--- src/rtl/lane_merger_if.sv ---
// Handshake bundle for lane_merger: four upstream lane strobes plus the merged output stream.
// Instantiate it with the same WIDTH as the lane_merger that uses it.
interface lane_merger_if #(
  parameter int unsigned WIDTH = 32
);
  logic [4*WIDTH-1:0] lane_data;
  logic [3:0]         lane_valid;
  logic [3:0]         lane_full;
  logic [3:0]         overflow;
  logic [WIDTH-1:0]   data_out;
  logic [1:0]         lane_id_out;
  logic               valid_out;
  logic               ready_in;

  modport master (
    output lane_data, lane_valid, ready_in,
    input  lane_full, overflow, data_out, lane_id_out, valid_out
  );

  modport slave (
    input  lane_data, lane_valid, ready_in,
    output lane_full, overflow, data_out, lane_id_out, valid_out
  );
endinterface

--- src/rtl/lane_merger.sv ---
// Four per-lane FIFOs drained round-robin into a single held output register.
// Writes to a full lane are dropped and latch a sticky per-lane overflow flag.
module lane_merger #(
  parameter int unsigned WIDTH = 32,
  parameter int unsigned DEPTH = 4
) (
  input logic           clk,
  input logic           reset,
  lane_merger_if.slave  bus
);

  localparam int unsigned PtrW = (DEPTH > 1) ? $clog2(DEPTH) : 1;
  localparam int unsigned CntW = $clog2(DEPTH + 1);

  typedef enum logic {StEmpty, StHeld} state_e;

  logic [WIDTH-1:0] mem_q [4][DEPTH];
  logic [PtrW-1:0]  wr_ptr_q [4];
  logic [PtrW-1:0]  wr_ptr_d [4];
  logic [PtrW-1:0]  rd_ptr_q [4];
  logic [PtrW-1:0]  rd_ptr_d [4];
  logic [CntW-1:0]  cnt_q [4];
  logic [CntW-1:0]  cnt_d [4];

  logic [3:0]       nonempty, full, push, pop;
  logic [3:0]       ovf_q, ovf_d;
  state_e           state_q, state_d;
  logic [1:0]       last_grant_q, last_grant_d;
  logic [1:0]       grant, scan_idx;
  logic             pop_en;
  logic [WIDTH-1:0] data_q, data_d;
  logic [1:0]       lane_id_q, lane_id_d;

  always_comb begin
    for (int i = 0; i < 4; i++) begin
      nonempty[i] = (cnt_q[i] != '0);
      full[i]     = (cnt_q[i] == CntW'(DEPTH));
      push[i]     = bus.lane_valid[i] & ~full[i];
    end
  end

  // Scan from the farthest candidate back to the nearest so the nearest non-empty lane wins.
  always_comb begin
    grant    = last_grant_q;
    scan_idx = last_grant_q;
    for (int k = 4; k >= 1; k--) begin
      scan_idx = last_grant_q + 2'(k);
      if (nonempty[scan_idx]) grant = scan_idx;
    end
  end

  assign pop_en = ((state_q == StEmpty) || bus.ready_in) && (|nonempty);
  assign pop    = pop_en ? (4'b0001 << grant) : 4'b0000;

  always_comb begin
    ovf_d = ovf_q | (bus.lane_valid & full);
    for (int i = 0; i < 4; i++) begin
      wr_ptr_d[i] = push[i] ? wr_ptr_q[i] + PtrW'(1) : wr_ptr_q[i];
      rd_ptr_d[i] = pop[i]  ? rd_ptr_q[i] + PtrW'(1) : rd_ptr_q[i];
      cnt_d[i]    = cnt_q[i];
      if (push[i] && !pop[i]) cnt_d[i] = cnt_q[i] + CntW'(1);
      else if (!push[i] && pop[i]) cnt_d[i] = cnt_q[i] - CntW'(1);
    end
  end

  always_comb begin
    state_d      = state_q;
    data_d       = data_q;
    lane_id_d    = lane_id_q;
    last_grant_d = last_grant_q;
    unique case (state_q)
      StEmpty: begin
        if (pop_en) state_d = StHeld;
      end
      StHeld: begin
        if (!pop_en && bus.ready_in) state_d = StEmpty;
      end
      default: state_d = StEmpty;
    endcase
    if (pop_en) begin
      data_d       = mem_q[grant][rd_ptr_q[grant]];
      lane_id_d    = grant;
      last_grant_d = grant;
    end
  end

  // Storage needs no reset: counts gate every read.
  always_ff @(posedge clk) begin
    for (int i = 0; i < 4; i++) begin
      if (push[i]) mem_q[i][wr_ptr_q[i]] <= bus.lane_data[WIDTH*i +: WIDTH];
    end
  end

  always_ff @(posedge clk or posedge reset) begin
    if (reset) begin
      for (int i = 0; i < 4; i++) begin
        wr_ptr_q[i] <= '0;
        rd_ptr_q[i] <= '0;
        cnt_q[i]    <= '0;
      end
      ovf_q        <= '0;
      last_grant_q <= 2'd3;
      data_q       <= '0;
      lane_id_q    <= '0;
    end else begin
      for (int i = 0; i < 4; i++) begin
        wr_ptr_q[i] <= wr_ptr_d[i];
        rd_ptr_q[i] <= rd_ptr_d[i];
        cnt_q[i]    <= cnt_d[i];
      end
      ovf_q        <= ovf_d;
      last_grant_q <= last_grant_d;
      data_q       <= data_d;
      lane_id_q    <= lane_id_d;
    end
  end

  always_ff @(posedge clk or posedge reset) begin
    if (reset) state_q <= StEmpty;
    else       state_q <= state_d;
  end

  assign bus.lane_full   = full;
  assign bus.overflow    = ovf_q;
  assign bus.data_out    = data_q;
  assign bus.lane_id_out = lane_id_q;
  assign bus.valid_out   = (state_q == StHeld);

endmodule
--- src/flat_wrapper.sv ---
// flat-port wrapper written by rule: the top's interface ports become plain ports
module lane_merger_flat 
#(
  parameter int unsigned WIDTH = 32,
  parameter int unsigned DEPTH = 4
)
  (clk, reset, bus_lane_data, bus_lane_valid, bus_ready_in, bus_lane_full, bus_overflow, bus_data_out, bus_lane_id_out, bus_valid_out);
  lane_merger_if #(.WIDTH(WIDTH)) bus_i ();
  input logic clk;
  input logic reset;
  input wire logic [$bits(bus_i.lane_data)-1:0] bus_lane_data;
  input wire logic [$bits(bus_i.lane_valid)-1:0] bus_lane_valid;
  input wire logic [$bits(bus_i.ready_in)-1:0] bus_ready_in;
  output wire logic [$bits(bus_i.lane_full)-1:0] bus_lane_full;
  output wire logic [$bits(bus_i.overflow)-1:0] bus_overflow;
  output wire logic [$bits(bus_i.data_out)-1:0] bus_data_out;
  output wire logic [$bits(bus_i.lane_id_out)-1:0] bus_lane_id_out;
  output wire logic [$bits(bus_i.valid_out)-1:0] bus_valid_out;
  assign bus_i.lane_data = bus_lane_data;
  assign bus_i.lane_valid = bus_lane_valid;
  assign bus_i.ready_in = bus_ready_in;
  assign bus_lane_full = bus_i.lane_full;
  assign bus_overflow = bus_i.overflow;
  assign bus_data_out = bus_i.data_out;
  assign bus_lane_id_out = bus_i.lane_id_out;
  assign bus_valid_out = bus_i.valid_out;
  lane_merger #(.WIDTH(WIDTH), .DEPTH(DEPTH)) u_core (.clk(clk), .reset(reset), .bus(bus_i));
endmodule
--- config.mk ---
export PLATFORM = sky130hd
export DESIGN_NAME = lane_merger_flat
export DESIGN_NICKNAME = d
export VERILOG_FILES = /design/src/rtl/lane_merger_if.sv /design/src/rtl/lane_merger.sv /design/src/flat_wrapper.sv
export SDC_FILE = /design/constraint.sdc
export NUM_CORES = 1
export LEC_CHECK = 0
export CAP_MARGIN = 20
export CELL_PAD_IN_SITES_DETAIL_PLACEMENT = 0
export CELL_PAD_IN_SITES_GLOBAL_PLACEMENT = 2
export CORE_MARGIN = 2
export CORE_UTILIZATION = 25
export DETAILED_ROUTE_END_ITERATION = 16
export GPL_ROUTABILITY_DRIVEN = 1
export PLACE_DENSITY_LB_ADDON = 0.1
export RECOVER_POWER = 100
export SYNTH_ARGS = -nofsm -noshare
export SYNTH_HDL_FRONTEND = slang
export SYNTH_SLANG_ARGS = --single-unit
--- constraint.sdc ---
create_clock -name clk -period 3.05 [get_ports clk]
set_clock_uncertainty 0.05 [all_clocks]
set_input_delay 0.61 -clock clk [delete_from_list [all_inputs] [get_ports clk]]
set_output_delay 0.61 -clock clk [all_outputs]
set_load 0.01 [all_outputs]
# After elaboration in Yosys (flattened, before gate mapping)
# Memories as Yosys holds them, arrays and structs flattened.
# Index checks and enable logic that the tools add are counted.
[totals]
n_memories = 1
in_bits = 135
wordCells = 148
ram_bits = 512
register_bits = 69
[op_classes]
order_cmp = 13
bitwise = 17
shift = 1
n_mux = 43
n_addsub = 19
n_reduce_logical = 33
n_eq_ne = 4
[memory_table]
columns = ["name", "words", "width", "rd", "rd_clocked_by_memory_dff", "write_ports", "line_no", "source"]
rows = [
  ["u_core.mem_q", 4, 128, 1, 0, 4, "lane_merger.sv:17", "logic [WIDTH-1:0] mem_q [4][DEPTH];"],
]
[op_table]
columns = ["op", "count"]
rows = [
  ["$mux W128", 4],
  ["$demux W32 S2", 4],
  ["$mux W32", 6],
  ["$bmux W32 S2", 1],
  ["$mux W3", 8],
  ["$add A2 B1 Y2 const B", 9],
  ["$ge A3 B3 Y1 const B", 6],
  ["$not A2 Y3", 6],
  ["$logic_and A1 B1 Y1", 14],
  ["$add A3 B1 Y3 const B", 4],
  ["$eq A3 B3 Y1 const B", 4],
  ["$lt A3 B1 Y1 const B", 4],
  ["$reduce_bool A3 Y1", 4],
  ["$sub A3 B1 Y3 const B", 4],
  ["$mux W2", 5],
  ["$logic_not A1 Y1", 9],
  ["$lt A2 B3 Y1 const B", 3],
  ["$mux W1", 9],
  ["$reduce_bool A2 Y1", 4],
  ["$bmux W1 S2", 3],
  ["$not A1 Y1", 5],
  ["$add A2 B2 Y2 const B", 2],
  ["$and A1 B1 Y1", 4],
  ["$and A4 B4 Y4", 1],
  ["7 further kinds", 7],
]

# Longest topological paths before layout
[depth]
depth_word = 14
ltp_mapped = 14
ltp_nobuf = 12

# Worst setup path after synthesis
# No wires, ideal clock.
[synth_timing]
kind = "register to register"
from = "register u_core.cnt_q[3] in the netlist's numbering"
to = "register u_core.cnt_q[2] in the netlist's numbering"
setup_slack_ns = -0.115
synth_period_minus_slack_ns = 3.165
required_ns = 2.921
path_buffers = 3
path_stages_with_launch = 15
setup_time_ns = 0.079
t_arrival_ns = 3.035
cell_sequence = "dfrtp_1 > nor3_1 > a21oi_1 > or4_1 > buf_2 > buf_2 > buf_2 > and2_1 > nand2_1 > ha_1 > inv_1 > fa_1 > xor2_1 > nor2_1 > xor2_1"
[synth_via]
elab_chain_cells = 11
elab_cells_between_ends = 19
[synth_rtl]
columns = ["item", "line_no", "source"]
rows = [
  ["from (decl)", "lane_merger.sv:22", "logic [CntW-1:0] cnt_q [4];"],
  ["from (signal, indexed assignment)", "lane_merger.sv:109", "cnt_q[i] <= cnt_d[i];"],
  ["$reduce_bool A3 Y1 (*)", "lane_merger.sv:36", "nonempty[i] = (cnt_q[i] != '0);"],
  ["$bmux W1 S2", "lane_merger.sv:48", "if (nonempty[scan_idx]) grant = scan_idx;"],
  ["$mux W1 (not written as such)", "lane_merger.sv:48", ""],
  ["$mux W2 (3 in series)", "lane_merger.sv:48", ""],
  ["$shl A1 B2 Y4", "lane_merger.sv:53", "assign pop = pop_en ? (4'b0001 << grant) : 4'b0000;"],
  ["$mux W4 (*)", "lane_merger.sv:53", ""],
  ["$logic_not A1 Y1", "lane_merger.sv:61", "if (push[i] && !pop[i]) cnt_d[i] = cnt_q[i] + CntW'(1);"],
  ["$logic_and A1 B1 Y1", "lane_merger.sv:61", ""],
  ["$mux W3 or $reduce_bool A2 Y1 (tied branches)", "-", ""],
]
# Every way passes the cells marked *; elsewhere a longest branch is shown, timed or not. The select of a mux whose other input is x is not followed.
# A chain may end at the register's enable or synchronous reset.

# Final worst setup path
[layout_timing]
from = "register u_core.cnt_q[10] in the netlist's numbering"
to = "register u_core.data_q[13], in the netlist u_core.bus.data_out[13]"
[layout_via]
elab_chain_cells = 14
elab_cells_between_ends = 21
[layout_rtl]
columns = ["item", "line_no", "source"]
rows = [
  ["$reduce_bool A3 Y1 (*)", "lane_merger.sv:36", ""],
  ["$bmux W1 S2", "lane_merger.sv:48", ""],
  ["$mux W1 (not written as such)", "lane_merger.sv:48", ""],
  ["$mux W2 (3 in series)", "lane_merger.sv:48", ""],
  ["$not A2 Y3 (not written as such)", "lane_merger.sv:81", "data_d = mem_q[grant][rd_ptr_q[grant]];"],
  ["$bmux W2 S2", "lane_merger.sv:81", ""],
  ["$mux W2 (not written as such) (2 in series)", "lane_merger.sv:81", ""],
  ["$not A2 Y3 (not written as such)", "lane_merger.sv:81", ""],
  ["$bmux W32 S2", "lane_merger.sv:81", ""],
  ["$mux W32 (not written as such) (2 in series)", "lane_merger.sv:81", ""],
  ["to (signal assigned)", "lane_merger.sv:113", "data_q <= data_d;"],
  ["to (decl)", "lane_merger.sv:31", "logic [WIDTH-1:0] data_q, data_d;"],
]
# Marked as above.

==> flow_summary.toml <==
[synthesis]
synthAdderAreaFrac = 0.0134
area_fraction_in_compound_gates_after_synthesis = 0.135
post-synth-top-count-cell = "edfxtp_1"
ys_seq_elements = 581
synth.top_cells.by_count = "edfxtp_1 (512), mux2i_1 (192), o31a_1 (130), a211oi_1 (129), clkbuf_1 (71)"
multiplexer_share_of_the_synthesized_area = 0.0993
syn_inst = 1484
yosysTopAreaCell = "edfxtp_1"
synth.cell_area_sq_mm = 0.0246
ys.flop_type = "edfxtp_1"
post_synth_xor_area_fraction = 0.00856
yosys-top-cells-area = "edfxtp_1 (63%), mux2i_1 (7.8%), dfrtp_1 (6.8%), o31a_1 (4.6%), a211oi_1 (3.9%)"
synth-async-reset-ratio = 0.119
synth-simple-area-share = 0.0185
synth_cell_type_count = 52
synth-edff-count = 512
synthesis.area_per_instance_sq_um = 16.5
ys_seq_area_frac = 0.696
yosysTopAreaCellShare = 0.626
yosysWarningCount = 0
synth_net_count = 1643
dominant_combinational_cell_family_by_area_after_synthesis = "compound AO/OA/AOI/OAI gates"

[clock_tree]
cts.path.max_buffers = 3
clock-sinks = 581
cts-hold-fix-buffers = 0
ctsRootBufferMaster = "clkbuf_16"
clk_pin_slew_worst_paths_ns = 0.06
tritoncts = "yes"
cts_inserted_buffers = 71
clock_latency_late_sink_ns = 0.62
htree_depth = 3

[worst_setup_path]
type_of_destination_of_the_critical_path = "flop"
start_kind = "flop"
crit_family = "simple AND/OR/NAND/NOR gates"
critical_path_required_ns = 3.50
reg2reg_from = "u_core.cnt_q[10]$_DFFE_PP0P_"
setup.worst_path.end = "u_core.bus.data_out[13]$_DFFE_PP0P_"
path_depth = 9
worst_r2r_path_depth = 9
sequence_of_cells_on_the_critical_path = "or3_4, nor3_4, buf_4, o31ai_2, and3_2, nor2_8, buf_12, mux2_4, o221a_1"
reg2reg_setup_slack_ns = 0.11
critPathBufInv = 2
setup.worst_path.class = "reg -> reg"
cp_data_arrival_time_ns = 3.39
reg2reg_to = "u_core.bus.data_out[13]$_DFFE_PP0P_"
cpPeakStageDelay_ns = 0.44
crit_path_top_delay_cell = "dfrtp_1"
startpoint = "u_core.cnt_q[10]$_DFFE_PP0P_"
cp_max_fo = 10

[global_routing]
via_count_of_the_first_global_routing_pass = 15665
use_met2 = 0.279
busiest_layer = "met2"
grt_use_met1 = 0.226
grt_util_met3 = 0.0274
grt_max_degree = 71
grt.total_usage = 0.168
globalRoute.totalOverflow = 0
grt_first_pass_wirelength_microns = 121000
initial_antenna_violation_count = 8

[cells_and_area]
nNetsFinal = 1876
finish.instance_area_sq_mm = 0.0312
synthToLayoutAreaGrowth_pct = 27.1
antennaDiodeCount = 0
drive_above_1_share = 0.168
layout.filler_cells = 9517
layout.cells.non_filler = 3051

[flow_run]
max_cap_viol_count = 0

[floorplanning]
fp-row-count = 114
die_height_microns = 317
floorplan.core_area_sq_mm = 0.0970
die_area_sq_mm = 0.101
die-width_microns = 317
starting_density_of_the_core = 0.253
boundary_pin_count = 178

[sta]
tightest_slew_ns = 1.44
finalCritPeriodShare = 0.963
fmax_mhz = 341
final_max_slew_viol_count = 0
final_period_minus_worst_setup_slack_ns = 2.94
worst_slew_margin_rel = 0.0367
timing_hold_violations_final = 0
setup_viol_count_final = 0
rsz0062_at_grt = "yes"

[drt]
detailedRoute.firstPassIterationCount = 5
via_per_inst = 4.77
finalWirelength_microns = 85500
vias = 14568
wl_per_cell_microns = 28.0
detail-route-antenna-nets = 0
remaining_drc_errors = 0
first_iter_violations = 904

[placed_design]
routabilityCongestion = 0.712
post_dp_cell_area_sq_mm = 0.0287
cells_after_dpl = 2913
io_buffer_count = 177
post-dp-hpwl_microns = 49900

[power]
p_per_area_mw_per_mm2 = 1310
irDropWorstVdd_v = 0.00114
power.static_leakage_uw = 0.0108

[status]
status = "finished clean"

[worst_hold_path]
hold_path_class = "in -> async"
## per-layer routing
metal  part of all wire  up-vias  wire length (microns)
met5            0.00057        -                     49
met4              0.025        8                   2100
met3              0.038      133                   3260
met2               0.48      334                  40900
met1               0.46     7591                  39200
li1                   -     6502                      -
## per-stage QoR
step / total power (uW) / setup slack, ns / setup TNS, ns / utilization / hold WS, ns
floorplan: 24500 / -0.0204 / -0.0393 / - / 0.396
global placement: 32500 / -0.0706 / -1.16 / 0.296 / 0.392
detailed placement: 32600 / -0.0670 / -0.983 / 0.296 / 0.394
CTS: 41500 / 0.000477 / 0 / 0.321 / 0.136
global route: 43300 / -0.00984 / -0.0107 / 0.322 / 0.319
finish: 41000 / 0.114 / 0 / 0.322 / 0.317
## placed cells by master, fill, tap and decap left out, drive strengths merged, types with 3 or more instances in the layout
cell type / count
a211oi: 129
a21o: 36
a21oi: 5
and2: 17
buf: 98
bufinv: 6
clkbuf: 107
clkdlybuf4s50: 48
clkinv: 25
dfrtp: 67
dlygate4sd3: 129
edfxtp: 512
fa: 4
ha: 20
inv: 17
mux2: 36
mux2i: 192
nand2: 7
nand3: 9
nand4: 4
nor2: 8
nor2b: 4
nor3: 9
nor3b: 4
o211ai: 32
o21ai: 5
o221a: 32
o22ai: 33
o31a: 130
or3: 3
xnor2: 16
xor2: 8
## how the worst min path moves through the flow
| stage | to | slack (ns) | cells after the start |
|---|---|---|---|
| floorplan | u_core.rd_ptr_q[1]$_DFFE_PP0P_ | 0.40 | 1 |
| global placement | u_core.bus.overflow[2]$_DFF_PP0_ | 0.39 | 1 |
| detailed placement | u_core.bus.overflow[1]$_DFF_PP0_ | 0.39 | 1 |
| CTS | u_core.bus.overflow[3]$_DFF_PP0_ | 0.14 | 2 |
| global route | u_core.bus.overflow[3]$_DFF_PP0_ | 0.32 | 2 |
| finish | u_core.bus.overflow[3]$_DFF_PP0_ | 0.32 | 2 |
## power by group
group          switching [uW]  internal [uW]  leakage [uW]
Clock                    3450           5060       0.00114
Sequential                800          10700       0.00546
Combinational           11900           9150       0.00420
Total                   16100          24900        0.0108
## area by class of cell
cell class | instances | area [sq um] | share of cell area
clock inverters | 34 | 384 | 0.0123
repair buffers | 286 | 3170 | 0.102
clock buffers | 97 | 1970 | 0.0630
flip-flops and latches | 581 | 17100 | 0.548
multi-input cells | 761 | 6930 | 0.222
well taps | 1276 | 1600 | 0.0511
inverters | 16 | 61.3 | 0.00196
## flip-flops by register name (all words and copies together) (netlist names)
signal / count
u_core.last_grant_q: 2
u_core.wr_ptr_q: 8
u_core.bus.valid_out: 1
u_core.bus.overflow: 4
u_core.bus.data_out: 32
u_core.bus.lane_id_out: 2
u_core.mem_q: 512
u_core.cnt_q: 12
u_core.rd_ptr_q: 8
## what timing repair did
item | CTS | global route
endpoints found under the setup margin | 36 | 37
buffers inserted | 4 | 1
resized for setup | 4 | 13
gates cloned | 1 | 1
pin swaps | 2 | 6
## cell families after synthesis
kind of cell	count (synthesis)
AOI/OAI and AO/OA	411
xor gates and xnor gates	24
adders and majority gates	24
buffers and inverters	142
DFF	581
muxes	228
and+or+nand+nor	74
## worst register-to-register path, cell delays in order (launching register included)
cell,delay (ns)
dfrtp_1,0.44
or3_4,0.44
nor3_4,0.30
buf_4,0.21
o31ai_2,0.07
and3_2,0.27
nor2_8,0.27
buf_12,0.22
mux2_4,0.34
o221a_1,0.20
Note: power is estimated with default switching activity, not from simulation.
